[src/rtl/apb_cmd_master.sv]
// apb_cmd_master
//   APB4 requester: accepts commands on a valid/ready stream, holds one in a
//   single-entry buffer, runs it as an IDLE -> SETUP -> ACCESS transfer and
//   returns read data / slave error on a valid/ready response port.
//
//   Optional build macro: APB_CMD_MASTER_TIMEOUT_EN
//     When defined, an ACCESS phase that sees pready low for TIMEOUT_CYCLES
//     cycles is abandoned and answered with rsp_err=1, rsp_rdata=0.
//
// Ports
//   clk, rst_n                     clock, asynchronous active-low reset
//   cmd_valid/cmd_ready            command handshake (cmd_ready = buffer free)
//   cmd_write/addr/wdata/strb      command payload
//   rsp_valid/rsp_ready            response handshake
//   rsp_rdata/rsp_err              response payload (rdata is 0 for writes)
//   psel/penable/pwrite/paddr      APB requester outputs
//   pwdata/pstrb
//   prdata/pready/pslverr          APB completer inputs
module apb_cmd_master #(
  parameter int unsigned ADDR_W         = 12,
  parameter int unsigned DATA_W         = 32,
  parameter int unsigned TIMEOUT_CYCLES = 16
) (
  input  logic                clk,
  input  logic                rst_n,
  input  logic                cmd_valid,
  output logic                cmd_ready,
  input  logic                cmd_write,
  input  logic [ADDR_W-1:0]   cmd_addr,
  input  logic [DATA_W-1:0]   cmd_wdata,
  input  logic [DATA_W/8-1:0] cmd_strb,
  output logic                rsp_valid,
  input  logic                rsp_ready,
  output logic [DATA_W-1:0]   rsp_rdata,
  output logic                rsp_err,
  output logic                psel,
  output logic                penable,
  output logic                pwrite,
  output logic [ADDR_W-1:0]   paddr,
  output logic [DATA_W-1:0]   pwdata,
  output logic [DATA_W/8-1:0] pstrb,
  input  logic [DATA_W-1:0]   prdata,
  input  logic                pready,
  input  logic                pslverr
);

  localparam int unsigned STRB_W = DATA_W / 8;

  typedef enum logic [1:0] {
    S_IDLE,
    S_SETUP,
    S_ACCESS
  } state_t;

  state_t state, state_nxt;

  logic              buf_valid;
  logic              buf_write;
  logic [ADDR_W-1:0] buf_addr;
  logic [DATA_W-1:0] buf_wdata;
  logic [STRB_W-1:0] buf_strb;

  logic start;
  logic done;
  logic abort;
  logic timeout_hit;
  logic accept;

  // cmd_ready is kept as its own register; the buffer is full exactly when
  // it is low.
  assign buf_valid = !cmd_ready;
  assign accept    = cmd_valid && cmd_ready;

`ifdef APB_CMD_MASTER_TIMEOUT_EN
  localparam int unsigned     CNT_W    = $clog2(TIMEOUT_CYCLES + 1);
  localparam logic [CNT_W-1:0] CNT_LAST = CNT_W'(TIMEOUT_CYCLES - 1);

  logic [CNT_W-1:0] wait_cnt;

  // Counts ACCESS cycles with pready low; the cycle that would bring it to
  // TIMEOUT_CYCLES is the last one waited. A pready in that cycle completes
  // the transfer normally because pready is checked first in the FSM.
  always_ff @(posedge clk or negedge rst_n) begin
    if (!rst_n) begin
      wait_cnt <= '0;
    end else if (state == S_SETUP) begin
      wait_cnt <= '0;
    end else if (state == S_ACCESS && !pready) begin
      wait_cnt <= wait_cnt + CNT_W'(1);
    end
  end

  assign timeout_hit = (state == S_ACCESS) && !pready && (wait_cnt == CNT_LAST);
`else
  assign timeout_hit = 1'b0;
`endif

  always_ff @(posedge clk or negedge rst_n) begin
    if (!rst_n) begin
      state <= S_IDLE;
    end else begin
      state <= state_nxt;
    end
  end

  always_comb begin
    state_nxt = state;
    start     = 1'b0;
    done      = 1'b0;
    abort     = 1'b0;
    case (state)
      S_IDLE: begin
        // An unconsumed response blocks the next transfer, so a capture can
        // never collide with a consume.
        if (buf_valid && (!rsp_valid || rsp_ready)) begin
          start     = 1'b1;
          state_nxt = S_SETUP;
        end
      end
      S_SETUP: begin
        state_nxt = S_ACCESS;
      end
      S_ACCESS: begin
        if (pready) begin
          done      = 1'b1;
          state_nxt = S_IDLE;
        end else if (timeout_hit) begin
          abort     = 1'b1;
          state_nxt = S_IDLE;
        end
      end
      default: begin
        state_nxt = S_IDLE;
      end
    endcase
  end

  always_ff @(posedge clk or negedge rst_n) begin
    if (!rst_n) begin
      cmd_ready <= 1'b1;
      buf_write <= 1'b0;
      buf_addr  <= '0;
      buf_wdata <= '0;
      buf_strb  <= '0;
      psel      <= 1'b0;
      penable   <= 1'b0;
      pwrite    <= 1'b0;
      paddr     <= '0;
      pwdata    <= '0;
      pstrb     <= '0;
      rsp_valid <= 1'b0;
      rsp_err   <= 1'b0;
      rsp_rdata <= '0;
    end else begin
      // accept requires an empty buffer and start a full one, so the two
      // never fire on the same edge.
      if (accept) begin
        cmd_ready <= 1'b0;
        buf_write <= cmd_write;
        buf_addr  <= cmd_addr;
        buf_wdata <= cmd_wdata;
        buf_strb  <= cmd_strb;
      end else if (start) begin
        cmd_ready <= 1'b1;
      end

      psel    <= (state_nxt != S_IDLE);
      penable <= (state_nxt == S_ACCESS);

      if (start) begin
        pwrite <= buf_write;
        paddr  <= buf_addr;
        pwdata <= buf_write ? buf_wdata : '0;
        pstrb  <= buf_write ? buf_strb  : '0;
      end

      if (done) begin
        rsp_valid <= 1'b1;
        rsp_err   <= pslverr;
        rsp_rdata <= pwrite ? '0 : prdata;
      end else if (abort) begin
        rsp_valid <= 1'b1;
        rsp_err   <= 1'b1;
        rsp_rdata <= '0;
      end else if (rsp_valid && rsp_ready) begin
        rsp_valid <= 1'b0;
      end
    end
  end

endmodule

[config.mk]
export PLATFORM = sky130hd
export DESIGN_NAME = apb_cmd_master
export DESIGN_NICKNAME = d
export VERILOG_FILES = /design/src/rtl/apb_cmd_master.sv
export SDC_FILE = /design/constraint.sdc
export NUM_CORES = 1
export LEC_CHECK = 0
export CORE_UTILIZATION = 50
export DETAILED_ROUTE_END_ITERATION = 6
export PLACE_DENSITY = 0.82
export REMOVE_ABC_BUFFERS = 1
export SETUP_SLACK_MARGIN = 0.3
export SLEW_MARGIN = 20
export SYNTH_ARGS = -nofsm -noshare
export SYNTH_HDL_FRONTEND = slang
export SYNTH_SLANG_ARGS = --single-unit
[constraint.sdc]
create_clock -name clk -period 5 [get_ports clk]
set_input_delay 1 -clock clk [delete_from_list [all_inputs] [get_ports clk]]
set_output_delay 1 -clock clk [all_outputs]
set_load 0.005 [all_outputs]
==> impl_metrics.toml, run 1 <==
[clocking]
numCtsBuffers = 17
clk_path_buf_depth = 2
ctsResizeCount = 0
clkLatencyLatePin_ps = 510
post_cts_buffers = 0
root_buffer = "clkbuf_8"
cts.clk_slew.worst_paths_ps = 60
clock-sinks = 137
postCtsHoldBufs = 0
cts_tree = "yes"
h-tree-depth = 4

[grt]
antenna_found_initial = 0
grt_use_total = 0.227
grt_first_pass_wirelength_mm = 19.6
gr-total-overflow = 0
grt_max_degree = 102
grt_pass1_vias = 4050

[critical_path]
r2r_start = "state[0]$_DFF_PN0_"
cp_max_fo = 34
cp_top_family = "flip-flops"
critPathLaunchType = "flop"
crit_required_ps = 4000
path_cells = "clkdlybuf4s50_1"
crit_slowest_cell = "dfrtp_1"
critPathKind = "flop to output pin"
max_stage_delay_ps = 850
worst-path-buf-inv = 1
reg2reg_to = "paddr[4]$_DFFE_PN0P_"
crit_arrival_ps = 2010
cp-startpoint = "pwrite$_DFFE_PN0P_"
rrSetupSlack_ps = 3090
cp-end-kind = "output pin"
ff2ff_path_depth = 2

[power]
seqPwrFrac = 0.380
switching_share = 0.283
clockPowerShare = 0.270
p_comb_frac = 0.350
p_leak_uw = 0.00368
pwr_density_cell_mw_per_mm2 = 638
vdd_ir_drop_max_v = 0.000640
p_sw_uw = 1440
power.internal_uw = 3640
p_total_uw = 5080

[logic_synthesis]
synth_simple_gate_area_frac = 0.0906
synthMuxAreaShare = 0.207
ys_types = 16
ys_seq_area_frac = 0.625
ys_ff_latch = 137
synth_compound_area_frac = 0.0301
syn_area_per_cell_um2 = 12.4
synth_area_mm2 = 0.00548
synth-xor-area-share = 0
synthAdderAreaFrac = 0
yosys_warnings = 0
synthCells = 441
synth_top_family_by_area = "multiplexers"

[layout]
n_antenna_cell = 0
syn2layout_area_growth_pct = 45.1
multiInputGateArea_mm2 = 0.00180
drive_gt1_frac = 0.167
fillers = 677
area.sequential_mm2 = 0.00343
final_cell_area_mm2 = 0.00796
final_nets = 698

[run_status]
status = "complete, no violations"

[die]
initial_utilization = 0.524
die_w_um = 107
die_h_um = 107
num_rows = 37
core_mm2 = 0.0105
ios = 173
dieArea_mm2 = 0.0114

[sta]
finClkSkew_ps = 4.41
final_hold_viol_count = 0
period_needed_ps = 3010
fin_tns_setup_ps = 0
max_slew_margin = 0.395
setup_violations = 0
finalHoldWorstSlack_ps = 481
fmax_mhz = 332
grt_setup_unrepaired = "false"
worst_pin_slew_ps = 908
period_share = 0.602
slew_viol_final = 0
timing.final.ws_setup_ps = 1990

[placement]
port_buffers = 172
routabilityCongestion = 0.750
dpl_cell_area_mm2 = 0.00730
dp_hpwl_mm = 7.96
place_ws_ps = 2110

[route]
wl_per_cell_um = 16.0
drt_first_pass_iters = 4
drtIter0Drc = 120
drc_errors = 0
viasPerCell = 4.94
vias = 3746
wl_mm = 12.2
final_antenna_net_count = 0

[run]
maxCapViolations = 0

[min_path]
min_to = "rsp_rdata[21]$_DFFE_PN0P_"
hold_class = "flop to flop"
whs_path_depth = 2
hp-start = "rsp_rdata[21]$_DFFE_PN0P_"
==> Yosys cell counts <==
| library cell | number | area (um2) |
|---|---|---|
| buf_2 | 6 | 30.0 |
| dfrtp_1 | 136 | 3400 |
| o21ai_0 | 33 | 165 |
| nor2_1 | 1 | 3.75 |
| nand3b_1 | 1 | 7.51 |
| nand2_1 | 69 | 259 |
| or4_1 | 1 | 7.51 |
| nand2b_1 | 34 | 213 |
| mux2_2 | 54 | 608 |
| dfstp_2 | 1 | 26.3 |
| clkbuf_1 | 17 | 63.8 |
| mux2i_1 | 36 | 360 |
| nor2b_1 | 1 | 6.26 |
| inv_1 | 38 | 143 |
| mux2_4 | 11 | 165 |
| buf_6 | 2 | 22.5 |
==> cell families (layout without fill, tap and decap cells) <==
logic type,count (synthesis),after routing
AOI/OAI and AO/OA,33,33
buffers and inverters,63,245
DFF,137,137
muxes,101,101
and+or+nand+nor,107,107
==> state kept, by name, indices dropped and copies added, names as in the netlist, 2 cells and up <==
| signal | count |
|---|---|
| buf_wdata | 32 |
| pwdata | 32 |
| rsp_rdata | 32 |
| buf_addr | 12 |
| paddr | 12 |
| buf_strb | 4 |
| pstrb | 4 |
| state | 2 |
==> final cells by class <==
class                   count  area share
multi-input cells         241       0.226
clock buffers              21      0.0590
inverters                  38      0.0179
well taps                 136      0.0214
flip-flops and latches    137       0.431
clock inverters            10      0.0239
repair buffers            176       0.220
==> power by group through the flow <==
| stage | sequential (uW) | combinational, uW | clock, uW |
|---|---|---|---|
| final | 1930 | 1780 | 1370 |
| after global placement | 1910 | 1730 | 0 |
| after CTS | 1930 | 1800 | 1400 |
| after detailed placement | 1940 | 1780 | 0 |
| after global routing | 1990 | 1940 | 1440 |
| after floorplan | 1900 | 947 | 0 |
==> worst register-to-register path: cells and delay by family, from the launching register on <==
kind	cells	cell delay, ps
simple gates	1	920
flops	1	410
mux	1	470
==> worst max-delay path by stage <==
stage / depth (start not counted) / endpoint / slack (ps)
global placement: 4 / paddr[7]$_DFFE_PN0P_ / 2120
CTS: 1 / pwrite / 1960
finish: 1 / pwrite / 1990
floorplan: 3 / paddr[11]$_DFFE_PN0P_ / 1720
detailed placement: 4 / paddr[4]$_DFFE_PN0P_ / 2110
global route: 1 / pwrite / 1900
==> layer usage <==
layer | routed length [um] | GRT usage
met1 | 4950 | 0.265
met2 | 6340 | 0.393
met3 | 491 | 0.0492
met4 | 384 | 0.116
met5 | 0 | 0
==> metrics by stage <==
step,util,std cells
after floorplan,-,416
after global placement,0.697,728
after detailed placement,0.697,728
after CTS,0.760,759
after global routing,0.760,759
final,0.760,759
==> layout by cell type, fill, tap and decap left out <==
master           Yosys  routed
mux2_4              11      11
nand2_2              0       1
dfrtp_1            136     136
clkinvlp_4           0       3
clkbuf_16            0      16
or4_4                0       1
nor2b_1              1       1
buf_6                2       1
mux2i_1             36      36
clkdlybuf4s50_1      0     171
nand3b_1             1       1
dfstp_2              1       1
o21ai_0             33      33
inv_1               38      38
nand2b_1            34      34
clkinv_4             0       2
nand2_1             69      68
nor2_1               1       1
mux2_2              54      54
buf_4                0       4
clkbuf_8             0       5
bufinv_16            0       5
No activity file was read; power rests on OpenSTA's default activity.
==> inputs of run 2 (changes only) <==
Settings changed: CORE_UTILIZATION 50 to 42, PLACE_DENSITY 0.82 to 0.73.
Clock period 5 ns to 2.5 ns, I/O delays scaled along.
==> run 2 against run 1 <==
Die area grew 19%. Highest routed layer unchanged. Cell count grew 5.5%. Utilization shrank 12 points. Non-clock buffer count grew 5. Design area grew 1.9%. Combinational power grew 110%. Critical path type unchanged. Routed wire length shrank 3.1%. Critical endpoint unchanged. Flip-flop and latch count is the same.
==> impl_metrics.toml, run 2 (synthesized netlist as in run 1, its figures left out) <==
[run_status]
status = "complete, no violations"

[critical_path]
endpoint = "pwrite"
r2r_start = "state[0]$_DFF_PN0_"
cp_top_family = "buffers and inverters"
cp-end-kind = "output pin"
crit_slowest_cell = "clkdlybuf4s50_1"
reg2reg_to = "pwdata[4]$_DFFE_PN0P_"
rrSetupSlack_ps = 710
worst-path-buf-inv = 2
crit_required_ps = 2000
path_cells = "buf_4, clkdlybuf4s50_1"
ff2ff_path_depth = 3
critPathLaunchType = "flop"
critPathKind = "flop to output pin"
cp_max_fo = 34
max_stage_delay_ps = 550
crit_arrival_ps = 1550
crit_cells = 2
cp-startpoint = "pwrite$_DFFE_PN0P_"

[route]
viasPerCell = 4.62
wl_per_cell_um = 14.7
drtIter0Drc = 135
drt_first_pass_iters = 4
drc_errors = 0
final_antenna_net_count = 0
wl_mm = 11.8
vias = 3699

[clocking]
postCtsHoldBufs = 0
cts_tree = "yes"
numCtsBuffers = 17
cts.clk_slew.worst_paths_ps = 60
ctsResizeCount = 0
clkLatencyLatePin_ps = 410
h-tree-depth = 4
clk_path_buf_depth = 2
post_cts_buffers = 0
clock-sinks = 137
root_buffer = "clkbuf_16"

[die]
ios = 173
initial_utilization = 0.433
core_mm2 = 0.0127
num_rows = 41
die_h_um = 116
die_w_um = 116
dieArea_mm2 = 0.0135

[grt]
gr-total-overflow = 0
grt_max_degree = 66
grt_pass1_vias = 3869
antenna_found_initial = 0
grt_first_pass_wirelength_mm = 19.3
grt_use_total = 0.192

[power]
p_comb_frac = 0.361
vdd_ir_drop_max_v = 0.000557
p_leak_uw = 0.00374
p_total_uw = 10300
seqPwrFrac = 0.365
power.internal_uw = 7430
p_sw_uw = 2840
clockPowerShare = 0.273
pwr_density_cell_mw_per_mm2 = 1270
switching_share = 0.277

[placement]
dpl_cell_area_mm2 = 0.00744
routabilityCongestion = 0.736
dp_hpwl_mm = 8.09
port_buffers = 172

[min_path]
hold_class = "primary input to async pin"

[sta]
max_slew_margin = 0.588
period_needed_ps = 2050
slew_viol_final = 0
final_hold_viol_count = 0
setup_violations = 0
worst_pin_slew_ps = 618
fmax_mhz = 487
grt_setup_unrepaired = "false"
finClkSkew_ps = 6.11
period_share = 0.821

[layout]
fillers = 996
final_nets = 703
final_cell_mix = "171 x clkdlybuf4s50_1, 136 x dfrtp_1, 68 x nand2_1, 54 x mux2_2, 38 x inv_1"
final_cell_area_mm2 = 0.00811
final_common_cell = "clkdlybuf4s50_1"
reg_top3 = "buf_wdata x32, pwdata x32, rsp_rdata x32"
syn2layout_area_growth_pct = 47.9
n_antenna_cell = 0
drive_gt1_frac = 0.173

[run]
maxCapViolations = 0
-- run 2: cell types whose count changed in the layout (fill, tap and decap cells not counted), sizes merged --
cell	previous run	this run
buf	5	10
bufinv	5	6
clkbuf	21	19
clkinv	2	5
clkinvlp	3	2
-- run 2: layout make-up --
cell class,instances,area (um2),share of cell area
clock buffers,19,443,0.0546
repair buffers,181,1850,0.229
multi-input cells,241,1800,0.222
inverters,38,143,0.0176
flip-flops and latches,137,3430,0.423
well taps,172,215,0.0265
clock inverters,13,224,0.0276
-- run 2: worst reg2reg max path, cell delays in order, from the launching register on --
cell     delay [ps]
dfrtp_1         410
or4_4           840
buf_12          290
mux2i_1         130
-- run 2: how the worst min path moves through the flow --
stage                                    from                        end  slack (ps)  depth (start not counted)
CTS                                     rst_n  rsp_rdata[17]$_DFFE_PN0P_         100                          1
global placement    rsp_rdata[15]$_DFFE_PN0P_  rsp_rdata[15]$_DFFE_PN0P_         460                          2
global route                            rst_n  rsp_rdata[12]$_DFFE_PN0P_         120                          1
floorplan                               rst_n    buf_addr[0]$_DFFE_PN0P_         200                          0
detailed placement  rsp_rdata[25]$_DFFE_PN0P_  rsp_rdata[25]$_DFFE_PN0P_         470                          2
finish                                  rst_n  rsp_rdata[12]$_DFFE_PN0P_         100                          1
-- run 2: per-layer routing --
| layer | GRT usage | vias to the layer above | part of all wire |
|---|---|---|---|
| li1 | - | 1774 | - |
| met1 | 0.236 | 1802 | 0.43 |
| met2 | 0.314 | 100 | 0.49 |
| met3 | 0.0498 | 23 | 0.046 |
| met4 | 0.101 | 0 | 0.028 |
| met5 | 0 | - | 0 |
-- run 2: metrics by stage --
step           hold WS, ps  std cells  setup WS (ps)   util  setup TNS (ps)
3_3_place_gp           460        769            234  0.587               0
6_report              99.1        801            449  0.640               0
5_1_grt                121        801            363  0.640               0
4_1_cts                104        801            424  0.640               0
2_1_floorplan          204        416           -279      -           -6380
3_5_place_dp           469        769            205  0.587               0
-- run 2: power by group through the flow --
stage	logic, uW	registers (uW)	clock network [uW]
finish	3710	3750	2800
global route	4090	3870	2990
CTS	3780	3760	2860
detailed placement	3770	3780	0
global placement	3640	3750	0
floorplan	1890	3810	0
==> inputs of run 3 (changes only) <==
Clock period 2.5 ns to 1.7 ns, I/O delays scaled along.
==> run 3 against run 2 <==
Combinational power up 72%. Clock-buffer cell count up 5. Utilization up 3.1 points. Critical path depth up 3. Total power up 47%. Sequential share of layout area down 2.0 points. Non-clock buffer count up 47. Largest power group is now combinational cells. Highest routed layer unchanged.
==> impl_metrics.toml, run 3 (synthesized netlist as in run 1, its figures left out) <==
[grt]
grt_max_degree = 59
grt_use_total = 0.197
grt_pass1_vias = 3930
gr-total-overflow = 0
antenna_found_initial = 0
grt_first_pass_wirelength_mm = 19.7

[critical_path]
path_cells = "buf_6, or4_4, buf_8, clkbuf_16, mux2i_1"
cp-startpoint = "cmd_ready$_DFFE_PN1P_"
r2r_start = "cmd_ready$_DFFE_PN1P_"
critPathLaunchType = "flop"
ff2ff_path_depth = 5
cp_top_family = "simple AND/OR/NAND/NOR gates"
crit_arrival_ps = 1960
crit_slowest_cell = "or4_4"
worst-path-buf-inv = 3
cp_max_fo = 8
reg2reg_to = "pwdata[31]$_DFFE_PN0P_"
cp-end-kind = "flop"
rrSetupSlack_ps = 60
crit_required_ps = 2020
critPathKind = "flop to flop"
max_stage_delay_ps = 550

[sta]
period_share = 0.966
setup_violations = 0
fmax_mhz = 609
grt_setup_unrepaired = "true"
final_hold_viol_count = 0
slew_viol_final = 0
worst_pin_slew_ps = 490
finClkSkew_ps = 9.25
max_slew_margin = 0.672
period_needed_ps = 1640

[power]
p_comb_frac = 0.422
seqPwrFrac = 0.366
vdd_ir_drop_max_v = 0.000948
p_sw_uw = 4480
p_leak_uw = 0.00408
switching_share = 0.296
pwr_density_cell_mw_per_mm2 = 1780
power.internal_uw = 10600
clockPowerShare = 0.212

[die]
ios = 173
core_mm2 = 0.0127
dieArea_mm2 = 0.0135
die_h_um = 116
initial_utilization = 0.433
num_rows = 41
die_w_um = 116

[placement]
port_buffers = 172
routabilityCongestion = 0.728
dp_hpwl_mm = 8.65
dpl.cell_count = 778

[layout]
layout.cells.non_filler = 845
finish.utilization = 0.671
n_antenna_cell = 0
final_nets = 751
final_cell_mix = "136 x dfrtp_1, 85 x clkdlybuf4s50_1, 72 x clkdlybuf4s15_1, 68 x nand2_1, 54 x mux2_2"
syn2layout_area_growth_pct = 55.0
multiInputGateArea_mm2 = 0.00184
fillers = 968
drive_gt1_frac = 0.244
final_common_cell = "dfrtp_1"
area.sequential_mm2 = 0.00343
reg_top3 = "buf_wdata x32, pwdata x32, rsp_rdata x32"

[min_path]
hold_class = "primary input to async pin"

[run_status]
status = "complete, no violations"

[clocking]
h-tree-depth = 4
root_buffer = "clkbuf_16"
numCtsBuffers = 17
cts.clk_slew.worst_paths_ps = 50
clk_path_buf_depth = 2
cts_tree = "yes"
clkLatencyLatePin_ps = 410
clock-sinks = 137

[route]
viasPerCell = 4.64
final_antenna_net_count = 0
wl_per_cell_um = 15.6
drt_first_pass_iters = 4
wl_mm = 13.2
vias = 3917
drc_errors = 0
drtIter0Drc = 191

[run]
maxCapViolations = 0
==> run 3: area by class of cell <==
type	instances	share of cell area
clock buffer	24	0.0578
clock inverter	4	0.00235
inverter	38	0.0168
multi-input combinational	242	0.216
sequential	137	0.403
tap	172	0.0253
timing repair buffer	228	0.278
==> run 3: worst max path at each step <==
stage / to / slack [ps] / cells past startpoint
finish: pwdata[31]$_DFFE_PN0P_ / 60 / 5
global route: pwdata[31]$_DFFE_PN0P_ / 40 / 4
CTS: paddr[1]$_DFFE_PN0P_ / 60 / 4
detailed placement: pstrb[1]$_DFFE_PN0P_ / -250 / 6
global placement: paddr[4]$_DFFE_PN0P_ / -220 / 5
floorplan: paddr[11]$_DFFE_PN0P_ / -1020 / 2
==> run 3: per-stage QoR <==
stage	total power [uW]	setup slack, ps	setup TNS (ps)	cell area (um2)	hold slack, ps
floorplan	8300	-1020	-71000	5370	44.4
global placement	11100	-217	-8990	7560	214
detailed placement	11400	-248	-9460	7560	218
CTS	14700	63.7	0	8280	346
global route	16100	38.6	0	8500	370
finish	15100	57.9	0	8500	355
==> run 3: timing repair <==
action,in CTS,in global routing
hold buffers,1,0
setup endpoints to repair,133,126
buffers inserted,21,7
hold endpoints to repair,22,0
cloned,2,8
pin swaps,1,0
resized for setup,160,40
==> run 3: power groups by stage <==
stage               registers, uW  clock network (uW)  logic (uW)
floorplan                    5600                   0        2700
global placement             5530                   0        5580
detailed placement           5590                   0        5780
CTS                          5520                3280        5940
global route                 5690                3440        6950
finish                       5530                3210        6390
==> run 3: routing by layer <==
metal	part of all wire	routed length [um]	vias up	GRT usage
met5	0	0	-	0
met1	0.43	5660	1918	0.233
met4	0.025	327	0	0.104
met2	0.50	6620	103	0.330
met3	0.043	573	24	0.0529
li1	-	-	1872	-
